==> config.mk <==
export PLATFORM = sky130hd
export DESIGN_NAME = uart_rx_deser_frame
export DESIGN_NICKNAME = d
export VERILOG_FILES = /design/src/rtl/uart_rx_deser_frame.sv
export SDC_FILE = /design/constraint.sdc
export NUM_CORES = 1
export LEC_CHECK = 0
export CORE_MARGIN = 2
export CORE_UTILIZATION = 59
export CTS_CLUSTER_SIZE = 25
export DETAILED_ROUTE_END_ITERATION = 8
export PLACE_DENSITY = 0.85
export REMOVE_ABC_BUFFERS = 1
export SLEW_MARGIN = 20
export SYNTH_ARGS = -nofsm -noshare
export SYNTH_HDL_FRONTEND = slang
export SYNTH_SLANG_ARGS = --single-unit
==> constraint.sdc <==
create_clock -name CLK -period 5.9 [get_ports CLK]
set_input_delay 0.59 -clock CLK [delete_from_list [all_inputs] [get_ports CLK]]
set_output_delay 0.59 -clock CLK [all_outputs]
set_load 0.02 [all_outputs]
==> src/rtl/uart_rx_deser_frame.sv <==
// UART receive deserializer: collects a frame of 5..DATA_WIDTH data bits,
// LSB- or MSB-first, checks an optional parity bit, and holds the word in a
// valid/ready holding register for the RX controller/FIFO.
module uart_rx_deser_frame #(
  parameter int DATA_WIDTH = 8,
  parameter int CNT_WIDTH  = 4
) (
  input  logic                  CLK,
  input  logic                  RST,
  input  logic                  sampled_bit,
  input  logic                  bit_strobe,
  input  logic                  frame_start,
  input  logic                  frame_abort,
  input  logic [CNT_WIDTH-1:0]  data_len,
  input  logic                  msb_first,
  input  logic                  par_en,
  input  logic                  par_odd,
  input  logic                  data_ready,
  output logic [DATA_WIDTH-1:0] P_DATA,
  output logic                  data_valid,
  output logic                  par_err,
  output logic                  overrun,
  output logic                  busy
);

  typedef enum logic [1:0] {
    ST_IDLE   = 2'd0,
    ST_SHIFT  = 2'd1,
    ST_PARITY = 2'd2
  } state_t;

  localparam logic [CNT_WIDTH-1:0] MIN_LEN = CNT_WIDTH'(5);
  localparam logic [CNT_WIDTH-1:0] MAX_LEN = CNT_WIDTH'(DATA_WIDTH);
  localparam logic [CNT_WIDTH-1:0] ONE_CNT = CNT_WIDTH'(1);

  // Even parity over a word (unused MSBs are zero, so they do not contribute)
  function automatic logic parity_f(input logic [DATA_WIDTH-1:0] word);
    return ^word;
  endfunction

  // Bound the requested length to the supported range
  function automatic logic [CNT_WIDTH-1:0] clamp_len_f(input logic [CNT_WIDTH-1:0] len);
    if (len < MIN_LEN) begin
      return MIN_LEN;
    end else if (len > MAX_LEN) begin
      return MAX_LEN;
    end else begin
      return len;
    end
  endfunction

  state_t                  state_r, state_nxt_s;
  logic [CNT_WIDTH-1:0]    cnt_r, cnt_nxt_s;
  logic [DATA_WIDTH-1:0]   shift_r, shift_nxt_s, shift_upd_s;
  logic [CNT_WIDTH-1:0]    len_r;
  logic                    msb_r, par_en_r, par_odd_r;
  logic [CNT_WIDTH-1:0]    pos_s;
  logic                    last_s;
  logic                    commit_s;
  logic [DATA_WIDTH-1:0]   commit_data_s;
  logic                    commit_perr_s;
  logic                    load_cfg_s;
  logic [DATA_WIDTH-1:0]   p_data_r;
  logic                    valid_r, par_err_r, overrun_r, busy_r;

  // Next-state, shift-register update and commit decode
  always_comb begin
    state_nxt_s   = state_r;
    cnt_nxt_s     = cnt_r;
    shift_nxt_s   = shift_r;
    shift_upd_s   = shift_r;
    commit_s      = 1'b0;
    commit_data_s = shift_r;
    commit_perr_s = 1'b0;
    load_cfg_s    = 1'b0;
    // MSB-first places the first bit at len-1 and walks down to 0
    if (msb_r) begin
      pos_s = len_r - ONE_CNT - cnt_r;
    end else begin
      pos_s = cnt_r;
    end
    for (int i = 0; i < DATA_WIDTH; i++) begin
      if (pos_s == CNT_WIDTH'(i)) begin
        shift_upd_s[i] = sampled_bit;
      end else begin
        shift_upd_s[i] = shift_r[i];
      end
    end
    last_s = (cnt_r == (len_r - ONE_CNT));

    if (frame_start) begin
      // Start (or restart) wins over a coincident strobe or abort
      state_nxt_s = ST_SHIFT;
      cnt_nxt_s   = '0;
      shift_nxt_s = '0;
      load_cfg_s  = 1'b1;
    end else begin
      case (state_r)
        ST_IDLE: begin
          state_nxt_s = ST_IDLE;
        end
        ST_SHIFT: begin
          if (frame_abort) begin
            state_nxt_s = ST_IDLE;
          end else if (bit_strobe) begin
            shift_nxt_s = shift_upd_s;
            cnt_nxt_s   = cnt_r + ONE_CNT;
            if (!last_s) begin
              state_nxt_s = ST_SHIFT;
            end else if (par_en_r) begin
              state_nxt_s = ST_PARITY;
            end else begin
              state_nxt_s   = ST_IDLE;
              commit_s      = 1'b1;
              commit_data_s = shift_upd_s;
              commit_perr_s = 1'b0;
            end
          end else begin
            state_nxt_s = ST_SHIFT;
          end
        end
        ST_PARITY: begin
          if (frame_abort) begin
            state_nxt_s = ST_IDLE;
          end else if (bit_strobe) begin
            state_nxt_s   = ST_IDLE;
            commit_s      = 1'b1;
            commit_data_s = shift_r;
            commit_perr_s = parity_f(shift_r) ^ sampled_bit ^ par_odd_r;
          end else begin
            state_nxt_s = ST_PARITY;
          end
        end
        default: begin
          state_nxt_s = ST_IDLE;
        end
      endcase
    end
  end

  // Frame state, bit counter and shift register
  always_ff @(posedge CLK or posedge RST) begin
    if (RST) begin
      state_r <= ST_IDLE;
      cnt_r   <= '0;
      shift_r <= '0;
    end else begin
      state_r <= state_nxt_s;
      cnt_r   <= cnt_nxt_s;
      shift_r <= shift_nxt_s;
    end
  end

  // Per-frame configuration, frozen for the rest of the frame
  always_ff @(posedge CLK or posedge RST) begin
    if (RST) begin
      len_r     <= MIN_LEN;
      msb_r     <= 1'b0;
      par_en_r  <= 1'b0;
      par_odd_r <= 1'b0;
    end else if (load_cfg_s) begin
      len_r     <= clamp_len_f(data_len);
      msb_r     <= msb_first;
      par_en_r  <= par_en;
      par_odd_r <= par_odd;
    end
  end

  // Holding register with valid/ready handshake and overrun detection
  always_ff @(posedge CLK or posedge RST) begin
    if (RST) begin
      p_data_r  <= '0;
      valid_r   <= 1'b0;
      par_err_r <= 1'b0;
      overrun_r <= 1'b0;
      busy_r    <= 1'b0;
    end else begin
      busy_r    <= (state_nxt_s != ST_IDLE);
      overrun_r <= commit_s & valid_r & ~data_ready;
      if (commit_s && (!valid_r || data_ready)) begin
        p_data_r  <= commit_data_s;
        par_err_r <= commit_perr_s;
        valid_r   <= 1'b1;
      end else if (valid_r && data_ready) begin
        valid_r <= 1'b0;
      end
    end
  end

  assign P_DATA     = p_data_r;
  assign data_valid = valid_r;
  assign par_err    = par_err_r;
  assign overrun    = overrun_r;
  assign busy       = busy_r;

endmodule
---- Word-level counts from Yosys, hierarchy flattened ----
Index checks and enable logic that the tools add are counted.
operators by class
  add/subtract/negate cells ............... 3
  order comparisons ....................... 2
  equal/unequal tests ..................... 11
  mux-type cells .......................... 48
  bitwise gates (word level) .............. 5
  reductions and logical operators ........ 11
operator list
  operator                                                    count
  2-to-1 mux 8 bit                                            10
  2-to-1 mux 4 bit                                            7
  2-to-1 mux 1 bit                                            22
  == test 4 x 3 -> 1 bit, second input constant               4
  2-to-1 mux 2 bit                                            7
  == test 4 x 2 -> 1 bit, second input constant               2
  nonzero test 2 bit                                          4
  XOR reduction 8 bit                                         1
  adder 4 x 1 -> 4 bit, second input constant                 1
  == test 4 x 1 -> 1 bit, second input constant               1
  == test 4 bit                                               1
  > comparator 4 bit, second input constant                   1
  zero test 4 bit                                             1
  less-than comparator 4 x 3 -> 1 bit, second input constant  1
  one-hot mux 2 bit (2 select lines)                          1
  subtractor 4 x 1 -> 4 bit, second input constant            1
  subtractor 4 bit                                            1
  AND reduction 3 bit                                         1
  AND 1 bit                                                   2
  == test 2 x 1 -> 1 bit, second input constant               1
  == test 2 bit, second input constant                        1
  logical AND 1 bit                                           2
  inequality test 2 bit, second input constant                1
  one-hot mux 1 bit (2 select lines)                          1
  4 further kinds                                             5
storage, ports and cells
  register bits after elaboration ......... 33
  input bits .............................. 14
  output and inout bits ................... 12
  logic and storage cells ................. 92

---- Longest topological paths before layout ----
  depth after elaboration ................. 11
  depth in mapped cells ................... 10
  gate-level depth less buffers ........... 10

---- Least setup slack after synthesis ----
Ideal clock, no wire load.
  path kind ............................... register -> register
  start point ............................. reg len_r[0]
  end point ............................... reg p_data_r[1], in the netlist P_DATA[1]
  setup time .............................. 0.077 ns
  arrival ................................. 2.313 ns
  required time ........................... 5.823 ns
  setup slack ............................. 3.510 ns
  stages on the path, launching flop included .. 11
  clock period less this slack ............ 2.390 ns
  cells stage by stage .................... dfstp_2 -> inv_1 -> ha_1 -> xor2_1 -> ha_1 -> nand3_1 -> nor4b_2 -> and2_1 -> buf_4 -> a31oi_1 -> a21oi_1
on the way
  word-level cells in the longest chain between the ends .. 11
  elaborated cells on any way between the ends .. 18
  classes of those cells .................. 2 x add/sub; 2 x eq/ne; 13 x mux; 1 x reduce/logical
RTL lines
  item                         line    text
  start: declaration           55      logic [CNT_WIDTH-1:0] len_r;
  start signal: assignment     162     len_r <= clamp_len_f(data_len);
  subtractor 4 x 1 -> 4 bit *  78, 89
  subtractor 4 bit             78      pos_s = len_r - ONE_CNT - cnt_r;
  2-to-1 mux 4 bit             77      if (msb_r) begin
  == test 4 x 1 -> 1 bit       83      if (pos_s == CNT_WIDTH'(i)) begin
  2-to-1 mux 1 bit             83
  2-to-1 mux 8 bit             110     end else if (par_en_r) begin
  2-to-1 mux 8 bit             108     if (!last_s) begin
  2-to-1 mux 8 bit             105     end else if (bit_strobe) begin
  2-to-1 mux 8 bit             103     if (frame_abort) begin
  2-to-1 mux 8 bit             --
  2-to-1 mux 8 bit             91      if (frame_start) begin
  end signal: assignment       181     p_data_r <= commit_data_s;
  end: declaration             63      logic [DATA_WIDTH-1:0] p_data_r;
Every way passes the cells marked *; elsewhere a longest branch is shown, timed or not.
A chain may end at the register's enable or synchronous reset.

---- Worst setup path in the final report ----
  start point ............................. reg len_r[0]
  end point ............................... reg p_data_r[4], in the netlist P_DATA[4]
on the way
  word-level cells in the longest chain between the ends .. 11
  elaborated cells on any way between the ends .. 18
  classes of those cells .................. 2 x add/sub; 2 x eq/ne; 13 x mux; 1 x reduce/logical
RTL lines
  item                         line
  subtractor 4 x 1 -> 4 bit *  78, 89
  subtractor 4 bit             78
  2-to-1 mux 4 bit             77
  == test 4 x 3 -> 1 bit       83
  2-to-1 mux 1 bit             83
  2-to-1 mux 8 bit             110
  2-to-1 mux 8 bit             108
  2-to-1 mux 8 bit             105
  2-to-1 mux 8 bit             103
  2-to-1 mux 8 bit             --
  2-to-1 mux 8 bit             91
Marked as above.

==> results by group <==
Outcome
  – Status: finished clean

CTS
  – Later-pin clock latency in the skew report: 0.33 ns
  – Post-CTS Hold Buffers: 0
  – CTS tree: yes
  – Clk buf depth: 2
  – Reg clk slew, reported paths: 0.09 ns
  – H-tree levels: 2
  – Post-CTS Setup Bufs: 0
  – Post-CTS Resized: 0
  – CTS root buffer: clkbuf_4
  – CTS buffer count: 5
  – Clock sinks: 33

Route
  – Drt first-iter violations: 118
  – Wire per inst: 14.11 um
  – Routed Antenna Nets: 0
  – # DRC: 0
  – Pre-antenna DRT Iters: 4
  – Final WL: 3865 um
  – Vias: 1586
  – Vias/cell: 5.788

Placed design
  – Dpl hpwl: 2882 um
  – Pre-CTS WS: 3.184 ns
  – RD Place Congestion: 0.9261
  – Placed inst area: 2218 um2
  – Placed instance count: 266
  – I/O Buffers: 25

Synth
  – Top cells by area, synth: dfrtp_1 40%, ha_1 4.5%, xnor2_1 4.5%
  – Simple-Gate Fraction of Synth Area: 0.1763
  – Most common flop cell mapped by yosys: dfrtp_1
  – Synth Instances: 202
  – Area leader, netlist: dfrtp_1
  – Area share of the largest cell type after synthesis: 0.4018
  – Area share of fa/ha/maj cells after synthesis: 0.05574
  – Synth Area in Compound Gates: 0.1633
  – Synthesis Warnings: 0
  – Count of cell types in the netlist: 43
  – Xor/xnor share of the synthesized area: 0.09332
  – Async S/R FF share, synth: 1.000
  – Combinational family with the most area after synthesis: simple AND/OR/NAND/NOR gates
  – Post-synth EDFFs: 0
  – Mux contribution to synthesized area: 0.04407
  – Mean Syn Cell Area: 9.557 um2
  – Yosys reg bits: 33
  – Seq/Total Area, Yosys: 0.4290
  – Cell Area, Synth: 1931 um2

Power and ir drop
  – Peak VDD IR: 155.4 uV
  – Leakage Power: 0.9610 nW
  – Switching share of power: 0.3185
  – Psw: 0.1632 mW
  – Flop pwr share: 0.496
  – Logic pwr share: 0.273
  – Pwr Total: 0.5126 mW
  – Internal power: 0.3493 mW
  – Power per cell area: 226.1 nW/um2
  – Clk pwr share: 0.231

Timing
  – Hold Slack: 0.5033 ns
  – RSZ-0062 raised after global routing: no
  – Setup Viol. Count Final: 0
  – Final Max Slew Viols: 0
  – Worst Skew: 0.005312 ns
  – Fmax: 364.0 MHz
  – Post-layout min period: 2.747 ns
  – Fin crit share: 0.4656
  – Setup_tns: 0 ns
  – Slew HR: 0.5119
  – Worst setup margin: 3.153 ns
  – Slew @ Worst Pin: 0.7298 ns
  – Endpoints failing hold: 0

Critical path
  – CP cell instances: inv_1, ha_1, xor2_1, ha_1, nand3_1, nor4b_2, and2_1, a31oi_1, a21oi_1
  – Startpoint types: flop
  – Arr. time, crit path: 3.01 ns
  – CP max FO: 8
  – Crit. End Element: flop
  – WP buf/inv: 1
  – CP delay by family, top: simple AND/OR/NAND/NOR gates
  – Path type of the worst setup path: reg2reg
  – Cell mode on critical path: ha_1
  – Slowest CP cell: dfstp_2
  – Worst Path Required: 6.16 ns
  – CP peak stage delay: 0.56 ns

Global routing
  – Overflow after GRT: 0
  – First-pass GRT wire length: 6534 um
  – Grt met1 use: 0.2989
  – Initial antenna violation count: 0
  – GRT Util Overall: 0.2374
  – Met2 usage: 0.3936
  – Largest net degree at the start of global routing: 34
  – GR Util met3: 0.05672
  – Vias in the first global route: 1486
  – GRT Max-Usage Layer: met2

Floorplan
  – I/O pin cnt: 26
  – Row Count: 20
  – Chip width: 61.21 um
  – Starting Density: 0.6272
  – Die height: 61.21 um
  – Die footprint: 3746 um2
  – Core area: 3078 um2

Layout
  – Design Area, Final: 2267 um2
  – Layout cells sized above 1: 0.1000
  – Number of fill cells: 234
  – Final Non-Filler Cells: 274
  – Fin util: 0.7366
  – Diode count: 0
  – Area Overhead vs Synth: 17.43%
  – Nets: 251

Run
  – Max-Cap Viols: 0

Hold path
  – HP Class: reg2reg
-- cell families after synthesis --
family / Yosys count
DFF: 33
AOI/OAI and AO/OA: 50
muxes: 8
xor gates and xnor gates: 18
adders and majority gates: 8
and+or+nand+nor: 67
buffers and inverters: 18
-- flip-flops by register name, indices dropped and copies added, names as in the netlist --
name	cells
busy	1
overrun	1
P_DATA	8
len_r	4
cnt_r	4
par_en_r	1
msb_r	1
par_err	1
par_odd_r	1
data_valid	1
state_r	2
shift_r	8
-- cell type report --
class	instances	area [um2]	share of cell area
clock buffers	8	48.80	0.02152
inverters	11	41.29	0.01821
multi-input cells	151	1028	0.4536
flip-flops and latches	33	828.3	0.3653
well taps	44	55.05	0.02428
repair buffers	27	265.3	0.1170
-- power groups by stage --
stage / Clock [mW] / Combinational (mW) / Sequential (mW)
3_3_place_gp: 0 / 0.135 / 0.257
2_1_floorplan: 0 / 0.0821 / 0.266
3_5_place_dp: 0 / 0.139 / 0.259
6_report: 0.118 / 0.140 / 0.254
5_1_grt: 0.133 / 0.154 / 0.256
4_1_cts: 0.124 / 0.140 / 0.254
-- layout by cell type, fill, tap and decap left out, drive strengths merged, types with 6 or more instances in the layout --
cell type,instances
a31oi,11
xnor2,12
o21ai,15
xor2,6
nand2,19
nor2,17
inv,11
clkbuf,8
ha,7
dfrtp,31
nand2b,8
a21oi,12
clkdlybuf4s50,25
-- cells in the mapped netlist, types with 2 or more instances --
| cell | number |
|---|---|
| inv_1 | 11 |
| a21oi_1 | 12 |
| nor3_1 | 3 |
| o22ai_1 | 2 |
| o21ai_0 | 10 |
| nand4_1 | 2 |
| o21ai_1 | 5 |
| xnor2_1 | 10 |
| nand2b_1 | 8 |
| o31ai_1 | 3 |
| xnor2_2 | 2 |
| clkbuf_1 | 3 |
| dfstp_2 | 2 |
| mux2i_1 | 4 |
| nor2b_1 | 3 |
| nand2_1 | 19 |
| xor2_1 | 5 |
| a31oi_1 | 11 |
| and3_1 | 3 |
| nor2_1 | 17 |
| mux2_2 | 4 |
| dfrtp_1 | 31 |
| ha_1 | 7 |
| and2_1 | 2 |
| nand3_1 | 3 |
| o32ai_1 | 3 |
-- metal layers --
layer | up-vias | part of all wire | wire [um]
li1 | 761 | - | -
met1 | 751 | 0.43 | 1648
met2 | 68 | 0.49 | 1893
met3 | 6 | 0.069 | 265
met4 | 0 | 0.015 | 57
met5 | - | 0 | 0
-- final timing paths --
kind                       slack, ns   endpoint  cells after the start      from
min in group asynchronous       0.63   par_en_r                      3       RST
min reg2reg                     0.50   len_r[2]                      2  len_r[2]
max in group asynchronous       4.95   len_r[0]                      3       RST
min                             0.50   len_r[2]                      2  len_r[2]
max reg2reg                     3.15  P_DATA[4]                      9  len_r[0]
max                             3.15  P_DATA[4]                      9  len_r[0]
-- worst reg2reg max path, stage by stage, from the launching register on --
cell and delay [ns]:
dfstp_2 0.56, inv_1 0.06, ha_1 0.20, xor2_1 0.14, ha_1 0.38, nand3_1 0.19, nor4b_2 0.48, and2_1 0.35
a31oi_1 0.13, a21oi_1 0.19
Note: power is estimated with default switching activity, not from simulation.
